`config.mk`:
```
export PLATFORM = sky130hd
export DESIGN_NAME = uart_cmd_ctrl
export DESIGN_NICKNAME = d
export VERILOG_FILES = /design/src/rtl/uart_cmd_ctrl.sv
export SDC_FILE = /design/constraint.sdc
export NUM_CORES = 1
export LEC_CHECK = 0
export BUFFER_PORTS_ARGS = -buffer_cell sky130_fd_sc_hd__buf_2
export CAP_MARGIN = 25
export CORE_MARGIN = 1.5
export CORE_UTILIZATION = 40
export DETAILED_ROUTE_END_ITERATION = 7
export GPL_TIMING_DRIVEN = 0
export MAX_ROUTING_LAYER = met4
export SETUP_SLACK_MARGIN = 0.1
export SKIP_LAST_GASP = 1
export SLEW_MARGIN = 0
export SYNTH_ARGS = -nofsm -noshare
export SYNTH_HDL_FRONTEND = slang
export SYNTH_SLANG_ARGS = --single-unit
```
`constraint.sdc`:
```
create_clock -name clk -period 2.4 [get_ports clk]
set_clock_uncertainty 0.05 [all_clocks]
set_input_delay 0.48 -clock clk [delete_from_list [all_inputs] [get_ports clk]]
set_output_delay 0.48 -clock clk [all_outputs]
set_load 0.01 [all_outputs]
```
`src/rtl/uart_cmd_ctrl.sv`:
```
// UART command framer: parses SYNC0 SYNC1 ADDR DATA_H DATA_L CHK frames into register writes,
// rejecting frames with a bad checksum or an idle gap longer than TIMEOUT_CYC.
module uart_cmd_ctrl #(
    parameter int unsigned TIMEOUT_CYC = 50000,
    parameter logic [7:0]  SYNC0       = 8'h55,
    parameter logic [7:0]  SYNC1       = 8'hAA
) (
    input  logic        clk,
    input  logic        rst_n,
    input  logic [7:0]  rx_byte,
    input  logic        rx_valid,
    output logic        cfg_wr_en,
    output logic [7:0]  cfg_addr,
    output logic [15:0] cfg_wr_data,
    output logic        frame_ok,
    output logic        frame_err,
    output logic [1:0]  err_code,
    output logic        busy,
    output logic [7:0]  ok_cnt,
    output logic [7:0]  err_cnt
);

    localparam int unsigned GapW = (TIMEOUT_CYC > 2) ? $clog2(TIMEOUT_CYC) : 1;
    localparam logic [GapW-1:0] GapLast = GapW'(TIMEOUT_CYC - 1);

    localparam logic [1:0] ErrChecksum = 2'b01;
    localparam logic [1:0] ErrTimeout  = 2'b10;

    typedef enum logic [2:0] {
        StIdle,
        StSync,
        StAddr,
        StDh,
        StDl,
        StChk
    } state_e;

    state_e          state_q;
    logic [GapW-1:0] gap_q;
    logic [7:0]      addr_q;
    logic [7:0]      dh_q;
    logic [7:0]      dl_q;

    always_ff @(posedge clk or negedge rst_n) begin
        if (!rst_n) begin
            state_q     <= StIdle;
            gap_q       <= '0;
            addr_q      <= 8'h00;
            dh_q        <= 8'h00;
            dl_q        <= 8'h00;
            cfg_wr_en   <= 1'b0;
            cfg_addr    <= 8'h00;
            cfg_wr_data <= 16'h0000;
            frame_ok    <= 1'b0;
            frame_err   <= 1'b0;
            err_code    <= 2'b00;
            busy        <= 1'b0;
            ok_cnt      <= 8'h00;
            err_cnt     <= 8'h00;
        end else begin
            cfg_wr_en <= 1'b0;
            frame_ok  <= 1'b0;
            frame_err <= 1'b0;
            if (rx_valid) begin
                // A byte always wins over a coincident timeout.
                gap_q <= '0;
                case (state_q)
                    StIdle: begin
                        if (rx_byte == SYNC0) begin
                            state_q <= StSync;
                            busy    <= 1'b1;
                        end
                    end
                    StSync: begin
                        if (rx_byte == SYNC1) begin
                            state_q <= StAddr;
                        end else if (rx_byte != SYNC0) begin
                            state_q <= StIdle;
                            busy    <= 1'b0;
                        end
                    end
                    StAddr: begin
                        addr_q  <= rx_byte;
                        state_q <= StDh;
                    end
                    StDh: begin
                        dh_q    <= rx_byte;
                        state_q <= StDl;
                    end
                    StDl: begin
                        dl_q    <= rx_byte;
                        state_q <= StChk;
                    end
                    StChk: begin
                        state_q <= StIdle;
                        busy    <= 1'b0;
                        if (rx_byte == (addr_q ^ dh_q ^ dl_q)) begin
                            cfg_wr_en   <= 1'b1;
                            frame_ok    <= 1'b1;
                            cfg_addr    <= addr_q;
                            cfg_wr_data <= {dh_q, dl_q};
                            ok_cnt      <= ok_cnt + 8'd1;
                        end else begin
                            frame_err <= 1'b1;
                            err_code  <= ErrChecksum;
                            err_cnt   <= err_cnt + 8'd1;
                        end
                    end
                    default: begin
                        state_q <= StIdle;
                        busy    <= 1'b0;
                    end
                endcase
            end else if (state_q != StIdle) begin
                if (gap_q == GapLast) begin
                    state_q   <= StIdle;
                    busy      <= 1'b0;
                    gap_q     <= '0;
                    frame_err <= 1'b1;
                    err_code  <= ErrTimeout;
                    err_cnt   <= err_cnt + 8'd1;
                end else begin
                    gap_q <= gap_q + 1'b1;
                end
            end
        end
    end

endmodule

```
==> summary.txt <==
Post-Synth XOR/XNOR Area = 8.283%
CP Capture Type = flop
Setup violators final = 0
Synth Area in Compound Gates = 7.532%
Share of cells above drive strength 1 = 30.85%
Worst Setup Start Kind = flop
H-tree depth = 3
DRC errors left = 0
Input/output buffers = 56
Routed WL = 9.335 mm
Ant diodes = 0
Cells after Synth = 381
Crit share post-route = 90.53%
Root Driver = clkbuf_8
TritonCTS Sinks = 88
Pre-antenna DRT Iters = 4
Setup WS post-layout = 227.4 ps
Worst min path class = primary input to async pin
Syn avg cell area = 11.38 sq um
Maxcap violations = 0
Post-route design area = 5110 sq um
Total number of vias = 3,192
WL/cell = 15.74 um
Vias in the first global route = 3,215
Vertical die dimension = 107.1 um
WS Path Type = flop to flop
Count of cell types in the netlist = 50
Synth Warn # = 0
Commonest non-fill, non-tap cells in the layout = 88 x dfrtp_1, 59 x buf_2, 50 x mux2_2
Reg area = 2202 sq um
Util after Layout = 49.06%
RSZ-0062 raised after global routing = true
Required time of the critical path = 2600 ps
Commonest non-fill, non-tap cell in the layout = dfrtp_1
Initial Util = 41.62%
Worst-Skew Late Latency = 350 ps
Area delta synth->final = 17.86%
CP Data Arrival Time = 2370 ps
Multiplexer share of the synthesized area = 13.45%
First-pass GRT wire length = 16.05 mm
Mapped Nets = 395
Post-Synth Simple-Gate Area = 16.74%
Rows = 37
Clock-pin slew on the worst setup and hold paths = 90 ps
Initial DRC Count = 160
Post-synth ARST share = 100.0%
Gr usage total = 18.25%
Vias per Instance = 5.383
FF-to-FF path depth = 5
Slew @ Worst Pin = 869.3 ps
IO Count = 57
Post-DP HPWL = 6.522 mm
Number of fill cells in the layout = 973
Core area = 10,420 sq um
Netlist Area Pre-Place = 4335 sq um
Total power per unit cell area = 688.9 nW/um^2
Die ar. = 11,470 sq um
Worst path max stage delay = 440 ps
Final nets = 466
FF-to-FF setup slack = 230 ps
Placed Area = 4816 sq um
Post-DRT Antenna Nets = 0
Post-synthesis adder-cell area fraction = 0.8658%
RePlAce Congestion = 0.8203
Number of synthesized flops with an enable pin = 0
Leak = 0.002402 uW
Die Width = 107.1 um
CTS tree = yes
Largest family of logic cells by synthesized area = simple AND/OR/NAND/NOR gates
Cts bufs inserted = 9
Yosys reg bits = 88
Final count of pins violating max slew = 0
Register area share after synthesis = 50.79%
CP Max Fanout = 10
Max_slew headroom = 41.73%
CP cell instances = buf_2 > nand4b_1 > nor3_4 > buf_4 > mux2_2
Clk buf depth = 2
Initial antenna violation count = 0
Fmax = 460.3 MHz
Pin count of the biggest net entering global routing = 53
Worst VDD drop = 0.0004717 V
R2R Path Start = state_q[2]$_DFFE_PN0P_
Status = finished, final reports clean
CP max stage cell = nand4b_1
Hold Violations, Final = 0
Pre-CTS setup slack = -364.4 ps
Congestion Overflow GR = 0
Most used flip-flop cell after synthesis = dfrtp_1
Area of the multi-input gates = 2072 sq um
Fin crit period = 2173 ps
Worst flop-to-flop path endpoint = cfg_wr_data[12]$_DFFE_PN0P_
==> routing by layer <==
layer / vias to the layer above / wire length (um) / global-route usage (%)
met3: 6 / 359 / 4.012
li1: 1545 / - / -
met5: - / 0 / -
met4: 0 / 74 / 5.143
met2: 66 / 4389 / 28.21
met1: 1575 / 4511 / 24.24
==> cell type report <==
cell class / instances / share of cell area, %
sequential: 88 / 43.09
inverter: 5 / 0.3673
tap: 136 / 3.330
clock buffer: 11 / 2.767
multi-input combinational: 272 / 40.55
buffer: 16 / 1.665
timing repair buffer: 60 / 6.513
clock inverter: 5 / 1.714
==> stage by stage <==
| stage | setup TNS (ps) | instances | hold slack (ps) | power (uW) |
|---|---|---|---|---|
| final | 0 | 593 | 40.38 | 3520 |
| after global routing | 0 | 593 | 63.37 | 3709 |
| after CTS | 0 | 593 | 52.53 | 3549 |
| after detailed placement | -8569 | 574 | 409.4 | 2352 |
| after global placement | -9547 | 573 | 403.1 | 2328 |
| after floorplan | 0 | 381 | 134.4 | 2139 |
==> state kept, by name, summed over array words and instances, names as in the netlist <==
name	count
busy	1
frame_err	1
err_cnt	8
cfg_wr_data	16
ok_cnt	8
dh_q	8
state_q	3
err_code	2
frame_ok	1
gap_q	16
cfg_addr	8
dl_q	8
addr_q	8
==> synth_stat cells, drive strengths merged (4+ instances only) <==
cell type / number / area share, %
o211ai: 4 / 0.69
buf: 7 / 1.1
xnor2: 25 / 5.1
nand3: 17 / 2.0
nand2: 25 / 2.2
inv: 5 / 0.43
nor2: 19 / 1.6
and4: 6 / 1.2
mux2: 50 / 13
dfrtp: 88 / 51
o311ai: 4 / 0.81
o21ai: 11 / 1.3
a21oi: 8 / 0.92
nand4: 17 / 2.6
a311oi: 5 / 1.0
xor2: 16 / 3.2
nor3: 13 / 1.9
clkbuf: 9 / 0.78
and3: 4 / 0.58
nor4: 6 / 0.87
or4: 4 / 0.69
==> what timing repair did <==
action                                  CTS  global route
resized for setup                         0            11
pin swaps                                 2             0
hold buffers                              0             0
buffers inserted                          3             0
endpoints found under the setup margin   26            44
==> worst max path at each step <==
| stage | startpoint | to | cells past startpoint |
|---|---|---|---|
| 6_report | state_q[2]$_DFFE_PN0P_ | cfg_wr_data[12]$_DFFE_PN0P_ | 5 |
| 5_1_grt | addr_q[5]$_DFFE_PN0P_ | err_cnt[2]$_DFFE_PN0P_ | 6 |
| 4_1_cts | gap_q[4]$_DFFE_PN0P_ | err_cnt[0]$_DFFE_PN0P_ | 7 |
| 3_5_place_dp | rx_byte[5] | cfg_wr_data[2]$_DFFE_PN0P_ | 7 |
| 3_3_place_gp | rx_byte[5] | cfg_wr_data[3]$_DFFE_PN0P_ | 7 |
| 2_1_floorplan | rx_byte[6] | cfg_addr[2]$_DFFE_PN0P_ | 6 |
==> worst max-delay path: cells and delay by family (launching register included) <==
family | cells | cell delay (ps)
muxes | 1 | 350
and+or+nand+nor | 2 | 870
DFF | 1 | 360
buffers and inverters | 2 | 430
==> power breakdown <==
| part | internal, uW | total (uW) | leakage (uW) | switching, uW |
|---|---|---|---|---|
| combinational | 288 | 649 | 0.00110 | 361 |
| clock | 627 | 1170 | 0.000112 | 541 |
| sequential | 1590 | 1700 | 0.00119 | 111 |
| total | 2510 | 3520 | 0.00240 | 1010 |
==> cells by family after synthesis <==
family	after synthesis
flip-flops	88
AND/OR/NAND/NOR	128
multiplexers	52
XOR/XNOR	41
AO/OA/AOI/OAI	48
adder cells (fa/ha/maj)	3
buffers and inverters	21
(Power assumes the default switching activity.)
